$ cat src/rtl/alsu_pkg.sv
// alsu_pkg: opcodes, FSM state and request
// classification helpers for the ALSU pipeline
package alsu_pkg;

  typedef enum logic [2:0] {
    OP_OR,
    OP_XOR,
    OP_ADD,
    OP_MUL,
    OP_SHIFT,
    OP_ROT
  } op_e;

  localparam logic [2:0] OP_INV6 = 3'd6;
  localparam logic [2:0] OP_INV7 = 3'd7;

  typedef enum logic {
    S_IDLE,
    S_SHIFT
  } state_e;

  function automatic logic is_inv(
    input logic [2:0] op,
    input logic       ra,
    input logic       rb
  );
    return ((ra | rb) && op[2:1] != 2'b00)
        || op == OP_INV6 || op == OP_INV7;
  endfunction

  function automatic logic is_sh(
    input logic [2:0] op
  );
    return op == OP_SHIFT || op == OP_ROT;
  endfunction

endpackage

$ cat src/rtl/alsu_datapath.sv
// alsu_datapath: single-cycle result for every
// opcode except shift/rotate
module alsu_datapath
  import alsu_pkg::*;
#(
  parameter int    WIDTH          = 4,
  parameter string INPUT_PRIORITY = "A",
  parameter string FULL_ADDER     = "ON"
) (
  input  logic [WIDTH-1:0]   a_i,
  input  logic [WIDTH-1:0]   b_i,
  input  logic               cin_i,
  input  logic [2:0]         op_i,
  input  logic               red_a_i,
  input  logic               red_b_i,
  input  logic               byp_a_i,
  input  logic               byp_b_i,
  output logic [2*WIDTH-1:0] res_o,
  output logic               inv_o,
  output logic               byp_o
);

  localparam int OW     = 2 * WIDTH;
  localparam bit PRIO_A = (INPUT_PRIORITY == "A");
  localparam bit FA_ON  = (FULL_ADDER == "ON");

  logic signed [OW-1:0] ax;
  logic signed [OW-1:0] bx;
  logic                 use_a;
  logic                 use_b;
  logic                 sel_a;

  assign ax    = {{WIDTH{a_i[WIDTH-1]}}, a_i};
  assign bx    = {{WIDTH{b_i[WIDTH-1]}}, b_i};
  assign inv_o = is_inv(op_i, red_a_i, red_b_i);
  assign byp_o = byp_a_i | byp_b_i;
  assign use_a = red_a_i & (~red_b_i | PRIO_A);
  assign use_b = red_b_i & ~use_a;
  assign sel_a = byp_a_i & (~byp_b_i | PRIO_A);

  always_comb begin
    res_o = '0;
    if (inv_o) begin
      res_o = '0;
    end else if (byp_o) begin
      res_o = sel_a ? ax : bx;
    end else begin
      unique case (op_i)
        OP_OR:
          res_o = use_a ? OW'(|a_i)
                : use_b ? OW'(|b_i)
                : ax | bx;
        OP_XOR:
          res_o = use_a ? OW'(^a_i)
                : use_b ? OW'(^b_i)
                : ax ^ bx;
        OP_ADD:
          res_o = ax + bx + OW'(FA_ON & cin_i);
        OP_MUL:
          res_o = ax * bx;
        default:
          res_o = '0;
      endcase
    end
  end

endmodule

$ cat src/rtl/alsu_pipe.sv
// alsu_pipe: registered ALSU with a multi-cycle
// bit-serial shifter and an error blink output
module alsu_pipe
  import alsu_pkg::*;
#(
  parameter int    WIDTH          = 4,
  parameter string INPUT_PRIORITY = "A",
  parameter string FULL_ADDER     = "ON",
  parameter int    LED_W          = 16
) (
  input  logic                         clk,
  input  logic                         rst,
  input  logic                         in_valid,
  output logic                         in_ready,
  input  logic signed [WIDTH-1:0]      a,
  input  logic signed [WIDTH-1:0]      b,
  input  logic                         cin,
  input  logic                         serial_in,
  input  logic                         red_op_a,
  input  logic                         red_op_b,
  input  logic                         bypass_a,
  input  logic                         bypass_b,
  input  logic                         direction,
  input  logic [2:0]                   opcode,
  input  logic [$clog2(2*WIDTH)-1:0]   shamt,
  output logic                         out_valid,
  output logic signed [2*WIDTH-1:0]    out,
  output logic                         err,
  output logic [LED_W-1:0]             leds
);

  localparam int OW = 2 * WIDTH;
  localparam int SW = $clog2(2 * WIDTH);

  logic [WIDTH-1:0] a_q, b_q;
  logic [2:0]       op_q;
  logic             cin_q, si_q, dir_q;
  logic             ra_q, rb_q, ba_q, bb_q;

  state_e           state_q, state_d;
  logic [SW-1:0]    cnt_q, cnt_d;
  logic [OW-1:0]    out_q, out_d;
  logic             pend_q, pend_d;
  logic             ov_q, ov_d;
  logic             err_q, err_d;
  logic [LED_W-1:0] leds_q, leds_d;

  logic             accept;
  logic             go_sh;
  logic [OW-1:0]    sh_val;
  logic [OW-1:0]    dp_res;
  logic             dp_inv, dp_byp;

  assign in_ready  = (state_q == S_IDLE);
  assign accept    = in_valid & in_ready;
  assign out_valid = ov_q;
  assign out       = out_q;
  assign err       = err_q;
  assign leds      = leds_q;

  // Only a clean, non-bypassed shift with a nonzero
  // count takes the multi-cycle path.
  assign go_sh = is_sh(opcode)
              & ~is_inv(opcode, red_op_a, red_op_b)
              & ~(bypass_a | bypass_b)
              & (shamt != '0);

  alsu_datapath #(
    .WIDTH          (WIDTH),
    .INPUT_PRIORITY (INPUT_PRIORITY),
    .FULL_ADDER     (FULL_ADDER)
  ) u_dp (
    .a_i     (a_q),
    .b_i     (b_q),
    .cin_i   (cin_q),
    .op_i    (op_q),
    .red_a_i (ra_q),
    .red_b_i (rb_q),
    .byp_a_i (ba_q),
    .byp_b_i (bb_q),
    .res_o   (dp_res),
    .inv_o   (dp_inv),
    .byp_o   (dp_byp)
  );

  always_comb begin
    sh_val = out_q;
    unique case ({op_q[0], dir_q})
      2'b01: sh_val = {out_q[OW-2:0], si_q};
      2'b00: sh_val = {si_q, out_q[OW-1:1]};
      2'b11: sh_val = {out_q[OW-2:0], out_q[OW-1]};
      2'b10: sh_val = {out_q[0], out_q[OW-1:1]};
    endcase
  end

  always_comb begin
    state_d = state_q;
    cnt_d   = cnt_q;
    out_d   = out_q;
    ov_d    = 1'b0;
    err_d   = err_q;
    pend_d  = accept & ~go_sh;
    unique case (state_q)
      S_IDLE: begin
        if (accept && go_sh) begin
          state_d = S_SHIFT;
          cnt_d   = shamt;
        end
      end
      S_SHIFT: begin
        out_d = sh_val;
        cnt_d = cnt_q - SW'(1);
        if (cnt_q == SW'(1)) begin
          state_d = S_IDLE;
          ov_d    = 1'b1;
          err_d   = 1'b0;
        end
      end
    endcase
    if (pend_q) begin
      out_d = (dp_inv | dp_byp | ~is_sh(op_q))
            ? dp_res : out_q;
      ov_d  = 1'b1;
      err_d = dp_inv;
    end
    leds_d = err_d ? (err_q ? ~leds_q : '1) : '0;
  end

  always_ff @(posedge clk or posedge rst) begin
    if (rst) begin
      a_q   <= '0;
      b_q   <= '0;
      op_q  <= '0;
      cin_q <= 1'b0;
      si_q  <= 1'b0;
      dir_q <= 1'b0;
      ra_q  <= 1'b0;
      rb_q  <= 1'b0;
      ba_q  <= 1'b0;
      bb_q  <= 1'b0;
    end else if (accept) begin
      a_q   <= a;
      b_q   <= b;
      op_q  <= opcode;
      cin_q <= cin;
      si_q  <= serial_in;
      dir_q <= direction;
      ra_q  <= red_op_a;
      rb_q  <= red_op_b;
      ba_q  <= bypass_a;
      bb_q  <= bypass_b;
    end
  end

  always_ff @(posedge clk or posedge rst) begin
    if (rst) begin
      state_q <= S_IDLE;
      cnt_q   <= '0;
      out_q   <= '0;
      pend_q  <= 1'b0;
      ov_q    <= 1'b0;
      err_q   <= 1'b0;
      leds_q  <= '0;
    end else begin
      state_q <= state_d;
      cnt_q   <= cnt_d;
      out_q   <= out_d;
      pend_q  <= pend_d;
      ov_q    <= ov_d;
      err_q   <= err_d;
      leds_q  <= leds_d;
    end
  end

endmodule

$ cat config.mk
export PLATFORM = sky130hd
export DESIGN_NAME = alsu_pipe
export DESIGN_NICKNAME = d
export VERILOG_FILES = /design/src/rtl/alsu_pkg.sv /design/src/rtl/alsu_datapath.sv /design/src/rtl/alsu_pipe.sv
export SDC_FILE = /design/constraint.sdc
export NUM_CORES = 1
export LEC_CHECK = 0
export CORE_ASPECT_RATIO = 1.1
export CORE_MARGIN = 10
export CORE_UTILIZATION = 54
export CTS_CLUSTER_SIZE = 24
export DETAILED_ROUTE_END_ITERATION = 10
export GPL_TIMING_DRIVEN = 1
export PLACE_DENSITY_LB_ADDON = 0.08
export SETUP_SLACK_MARGIN = 0.2
export SLEW_MARGIN = 20
export SYNTH_ARGS = -nofsm -noshare
export SYNTH_HDL_FRONTEND = slang
export SYNTH_HIERARCHICAL = 1
export SYNTH_SLANG_ARGS = --single-unit
export TNS_END_PERCENT = 50
$ cat constraint.sdc
create_clock -name clk -period 4.65 [get_ports clk]
set_input_delay 1.1625 -clock clk [delete_from_list [all_inputs] [get_ports clk]]
set_output_delay 1.1625 -clock clk [all_outputs]
set_load 0.01 [all_outputs]
# Word-level counts from Yosys, hierarchy flattened
# Index checks and enable logic that the tools add are counted.
# W data, S select, Z words.
totals:
  reg_bits: 49
  in_bits: 24
  output_inout_bits: 27
  word_cells: 104
classes:
  n_reduce_logical: 20
  bitwise_logic: 21
  n_mul: 1
  eq_ne: 17
  add_sub_neg: 3
  n_mux: 25
op_table:
  columns: ["op", "n"]
  rows:
  - ["$mux W8", 10]
  - ["$pmux W8 S4", 2]
  - ["$mux W16", 2]
  - ["$eq A3 B3 Y1 const B", 8]
  - ["$not A16 Y16", 1]
  - ["$add A8 B1 Y8", 1]
  - ["$mul A4 B4 Y8", 1]
  - ["$mux W1", 8]
  - ["$or A8 B8 Y8", 1]
  - ["$reduce_or A4 Y1", 2]
  - ["$reduce_xor A4 Y1", 2]
  - ["$xor A8 B8 Y8", 1]
  - ["$and A1 B1 Y1", 6]
  - ["$eq A3 B1 Y1 const B", 2]
  - ["$eq A3 B2 Y1 const B", 2]
  - ["$logic_or A1 B1 Y1", 6]
  - ["$not A1 Y1", 6]
  - ["$or A1 B1 Y1", 6]
  - ["$pmux W3 S2", 1]
  - ["$reduce_bool A2 Y1", 3]
  - ["$add A4 B4 Y5", 1]
  - ["$eq A2 B2 Y1 const B", 2]
  - ["$ne A2 B1 Y1 const B", 2]
  - ["$logic_and A1 B1 Y1", 3]
  - ["8 further kinds", 8]

# Longest topological paths before layout
depth:
  depth_word: 11
  ltp_mapped: 17

# By module
# The synthesis kept the hierarchy.
by_module_without_submodules:
  columns: ["module", "cells_each", "area_per_inst_um2", "instances"]
  rows:
  - ["alsu_pipe", 207, 2129.5, 1]
  - ["alsu_datapath", 159, 1199.9, 1]

# Least setup slack after synthesis
# Ideal clock, no wire load.
synth_path:
  kind: "register to register"
  from: "register a_q[0]"
  to: "register out_q[7] (netlist: out[7])"
  n_path_buf: 0
  synth_period_minus_slack_ns: 3.979
  setup_time_ns: 0.125
  slack_ns: 0.671
  stages_incl_launch_ff: 17
  arrival_time_ns: 3.854
  path_cell_list: "dfrtp_1 > inv_1 > nand2_1 > fa_1 > fa_1 > fa_1 > inv_1 > ha_1 > fa_1 > a21o_1 > a21oi_1 > xnor2_1 > xnor2_1 > o22ai_2 > inv_1 > a221oi_1 > mux2_2"
synth_via:
  elab_chain_len: 7
synth_rtl:
  columns: ["element", "line", "rtl"]
  rows:
  - ["from (decl)", "alsu_pipe.sv:35", "logic [WIDTH-1:0] a_q, b_q;"]
  - ["from (signal assigned)", "alsu_pipe.sv:131", "a_q <= '0;"]
  - ["from (signal assigned)", "alsu_pipe.sv:142", "a_q <= a;"]
  - ["$add A4 B4 Y5", "alsu_datapath.sv:58", "res_o = ax + bx + OW'(FA_ON & cin_i);"]
  - ["$add A8 B1 Y8", "alsu_datapath.sv:58", null]
  - ["$pmux W8 S4 *", "alsu_datapath.sv:48", "unique case (op_i)"]
  - ["$mux W8 *", "alsu_datapath.sv:45", "end else if (byp_o) begin"]
  - ["$mux W8 *", "alsu_datapath.sv:43", "if (inv_o) begin"]
  - ["net dp_res[7]", "alsu_pipe.sv:51", "logic [OW-1:0] dp_res;"]
  - ["$mux W8 *", "alsu_pipe.sv:122", "? dp_res : out_q;"]
  - ["$mux W8 *", "alsu_pipe.sv:120", "if (pend_q) begin"]
  - ["to (signal assigned)", "alsu_pipe.sv:167", "out_q <= out_d;"]
  - ["to (decl)", "alsu_pipe.sv:42", "logic [OW-1:0] out_q, out_d;"]
# The timed path passes the listed nets; every way through them passes the cells marked *. The select of a mux whose other input is x is not followed.
# A chain may end at the register's enable or synchronous reset.

# Final worst setup path
# Same ends and word-level chain as after synthesis.

==> flow_metrics.tcl <==
set metrics [dict create \
    outcome "finished clean" \
    synthDistinctLibCells 51 \
    drive_gt1_share_pct 7.30 \
    synthFlopType "dfrtp_1" \
    ys_seq_area_share_pct 36.8 \
    clock-sinks 49 \
    wire_per_inst_um 15.5 \
    synth_area_leaders "dfrtp_1 37%, ha_1 10%, nand2_1 8.1%" \
    yosysTopAreaCell "dfrtp_1" \
    netlist_area_mm2 0.00333 \
    yosys.cell_count.top_type "nand2_1" \
    min_period_ns 4.19 \
    final_antenna_net_count 0 \
    cts_inserted_buffers 5 \
    synthArstFlopShare_pct 100 \
    path_class "reg -> reg" \
    path_clk_slew_ns 0.10 \
    critPathLaunchType "flip-flop" \
    grt_max_degree 50 \
    drtIter0Drc 121 \
    slowest_stage "fa_1" \
    grt_pass1_wl_mm 12.6 \
    yosys-top-cells-count "72 x nand2_1, 49 x dfrtp_1, 31 x a21oi_1, 31 x inv_1, 28 x nor2_1" \
    crit_path_end_kind "flip-flop" \
    drt_pass1_iterations 4 \
    initial_utilization_pct 56.6 \
    cts_tree "done" \
    cts_resized 0 \
    antenna_found_initial 0 \
    vias 2619 \
    port_buffers 50 \
    drc 0 \
    io_pins 51 \
    grt_pass1_vias 2706 \
    grt_use_total_pct 15.9 \
    die_x_um 94.9 \
    n_fill_cell 514 \
    max_freq_mhz 239 \
    area_delta_synth_final_pct 19.0 \
    postSynthCellCount 366 \
    cp_common_cell "fa_1" \
    period_share_pct 90.1 \
    core_area_mm2 0.00588 \
    placed_area_mm2 0.00387 \
    yosys_warnings 6 \
    crit_path_max_fanout 5 \
    gp_congestion 0.922 \
    slew_viol_final 0 \
    yosysTopAreaCellShare_pct 36.8 \
    row_count 29 \
    ir_drop_mv 0.394 \
    finalHoldViolations 0 \
    htree_levels 2 \
    dieArea_mm2 0.00971 \
    max_stage_delay_ns 0.59 \
    final_cell_area_mm2 0.00396 \
    nNetsFinal 472 \
    root_buffer "clkbuf_8" \
    p_per_area_mw_per_mm2 651 \
    postCtsSetupRepairBufs 0 \
    syn_nets 428 \
    tightest_slew_ns 1.01 \
    synth_edf_count 0 \
    rsz0062_at_grt "no" \
    worst_clock_skew_ns 0.0139 \
    dp_hpwl_mm 5.83 \
    p_leak_nw 1.87 \
    cp.required_ns 4.85 \
    wirelength_mm 7.55 \
    setup_viol 0 \
    final.setup.tns_ns 0 \
    syn_avg_cell_area_um2 9.10 \
    cap_violations 0 \
    hp-class "reg -> reg" \
    arrival_ns 4.39 \
    ctsHoldBuffers 0 \
    ys_ff_latch 49 \
    crit_path_cell_trace "inv_2 -> nand2_1 -> fa_1 -> fa_1 -> fa_1 -> inv_1 -> ha_1 -> fa_1 -> a21o_1 -> a21oi_1 -> xnor2_1 -> xnor2_1 -> o22ai_2 -> inv_1 -> a221oi_1 -> mux2_2" \
    viasPerCell 5.37 \
    grt.overflow.total 0 \
    clkLatencyLatePin_ns 0.31 \
    power.total_mw 2.58 \
    n_antenna_cell 0 \
    slew_headroom_pct 32.5 \
    die_h_um 102 \
    cts_max_path_buffers 2 \
]
[critical path: cells and delay by family, from the launching register on]
kind,cells,cell delay (ns)
xor gates and xnor gates,2,0.31
AOI/OAI and AO/OA,4,0.52
adders and majority gates,5,2.17
muxes,1,0.29
DFF,1,0.46
and+or+nand+nor,1,0.09
buffers and inverters,3,0.23
[worst paths after layout]
check                      cells past startpoint  startpoint      end  slack [ns]
min reg2reg                                    1     leds[7]  leds[7]        0.45
max                                           16      a_q[0]   out[7]        0.46
min in group asynchronous                      2         rst   out[2]        1.40
max reg2reg                                   16      a_q[0]   out[7]        0.46
min                                            1     leds[7]  leds[7]        0.45
max in group asynchronous                      2         rst  state_q        2.62
[layout by cell type (no fill, tap or decap), types with 3 or more instances in the layout]
cell	instances
a21o_1	5
and2_1	3
nand2b_1	9
nor2b_1	3
inv_1	29
ha_1	27
xnor2_1	9
mux2i_1	8
nor2_1	28
a31oi_1	5
o21ai_0	7
a221oi_1	3
dfrtp_1	49
clkbuf_8	5
fa_1	11
a21oi_1	31
nand2_1	72
clkdlybuf4s50_1	50
xor2_1	3
nand3_1	6
o22ai_1	4
mux2_2	7
[power breakdown]
group          switching, mW  leakage [nW]  internal, mW
Sequential             0.220         0.606         0.593
Combinational          0.758          1.23         0.739
Clock                  0.159        0.0423         0.110
[logic make-up after synthesis]
kind of cell,Yosys count,share of synthesized area [%]
simple gates,135,18.6
fa+ha+maj,39,17.1
flops,49,36.8
xor+xnor,12,3.16
buf+inv,45,5.52
mux,15,4.77
compound gates,71,14.0
[layout make-up]
class                   instances  area [µm²]  area share, %
repair buffers                 51         508           12.8
clock inverters                 3        26.3          0.663
inverters                      31         116           2.94
multi-input cells             272        1920           48.5
flip-flops and latches         49        1230           31.0
clock buffers                   5        68.8           1.74
well taps                      77        96.3           2.43
[through the flow]
step | util [%] | worst slack, ns | hold slack [ns] | instances
detailed placement | 65.8 | 0.401 | 0.439 | 480
global route | 67.4 | 0.245 | 0.468 | 488
CTS | 67.4 | 0.376 | 0.454 | 488
finish | 67.4 | 0.459 | 0.449 | 488
global placement | 65.8 | 0.534 | 0.435 | 480
floorplan | - | 0.671 | 0.444 | 366
[per-layer routing]
layer	up-vias	GRT usage, %	share of wire, %
met3	7	3.67	3.9
met4	0	4.84	0.86
met5	-	0	0
li1	1315	-	-
met1	1247	18.5	43
met2	50	28.4	52
[flip-flops by register name, summed over array words and instances, names as in the netlist]
name	count
a_q	4
b_q	4
ba_q	1
bb_q	1
cin_q	1
cnt_q	3
dir_q	1
err	1
leds	16
op_q	3
out	8
out_valid	1
pend_q	1
ra_q	1
rb_q	1
si_q	1
state_q	1
Note: power is estimated with default switching activity, not from simulation.
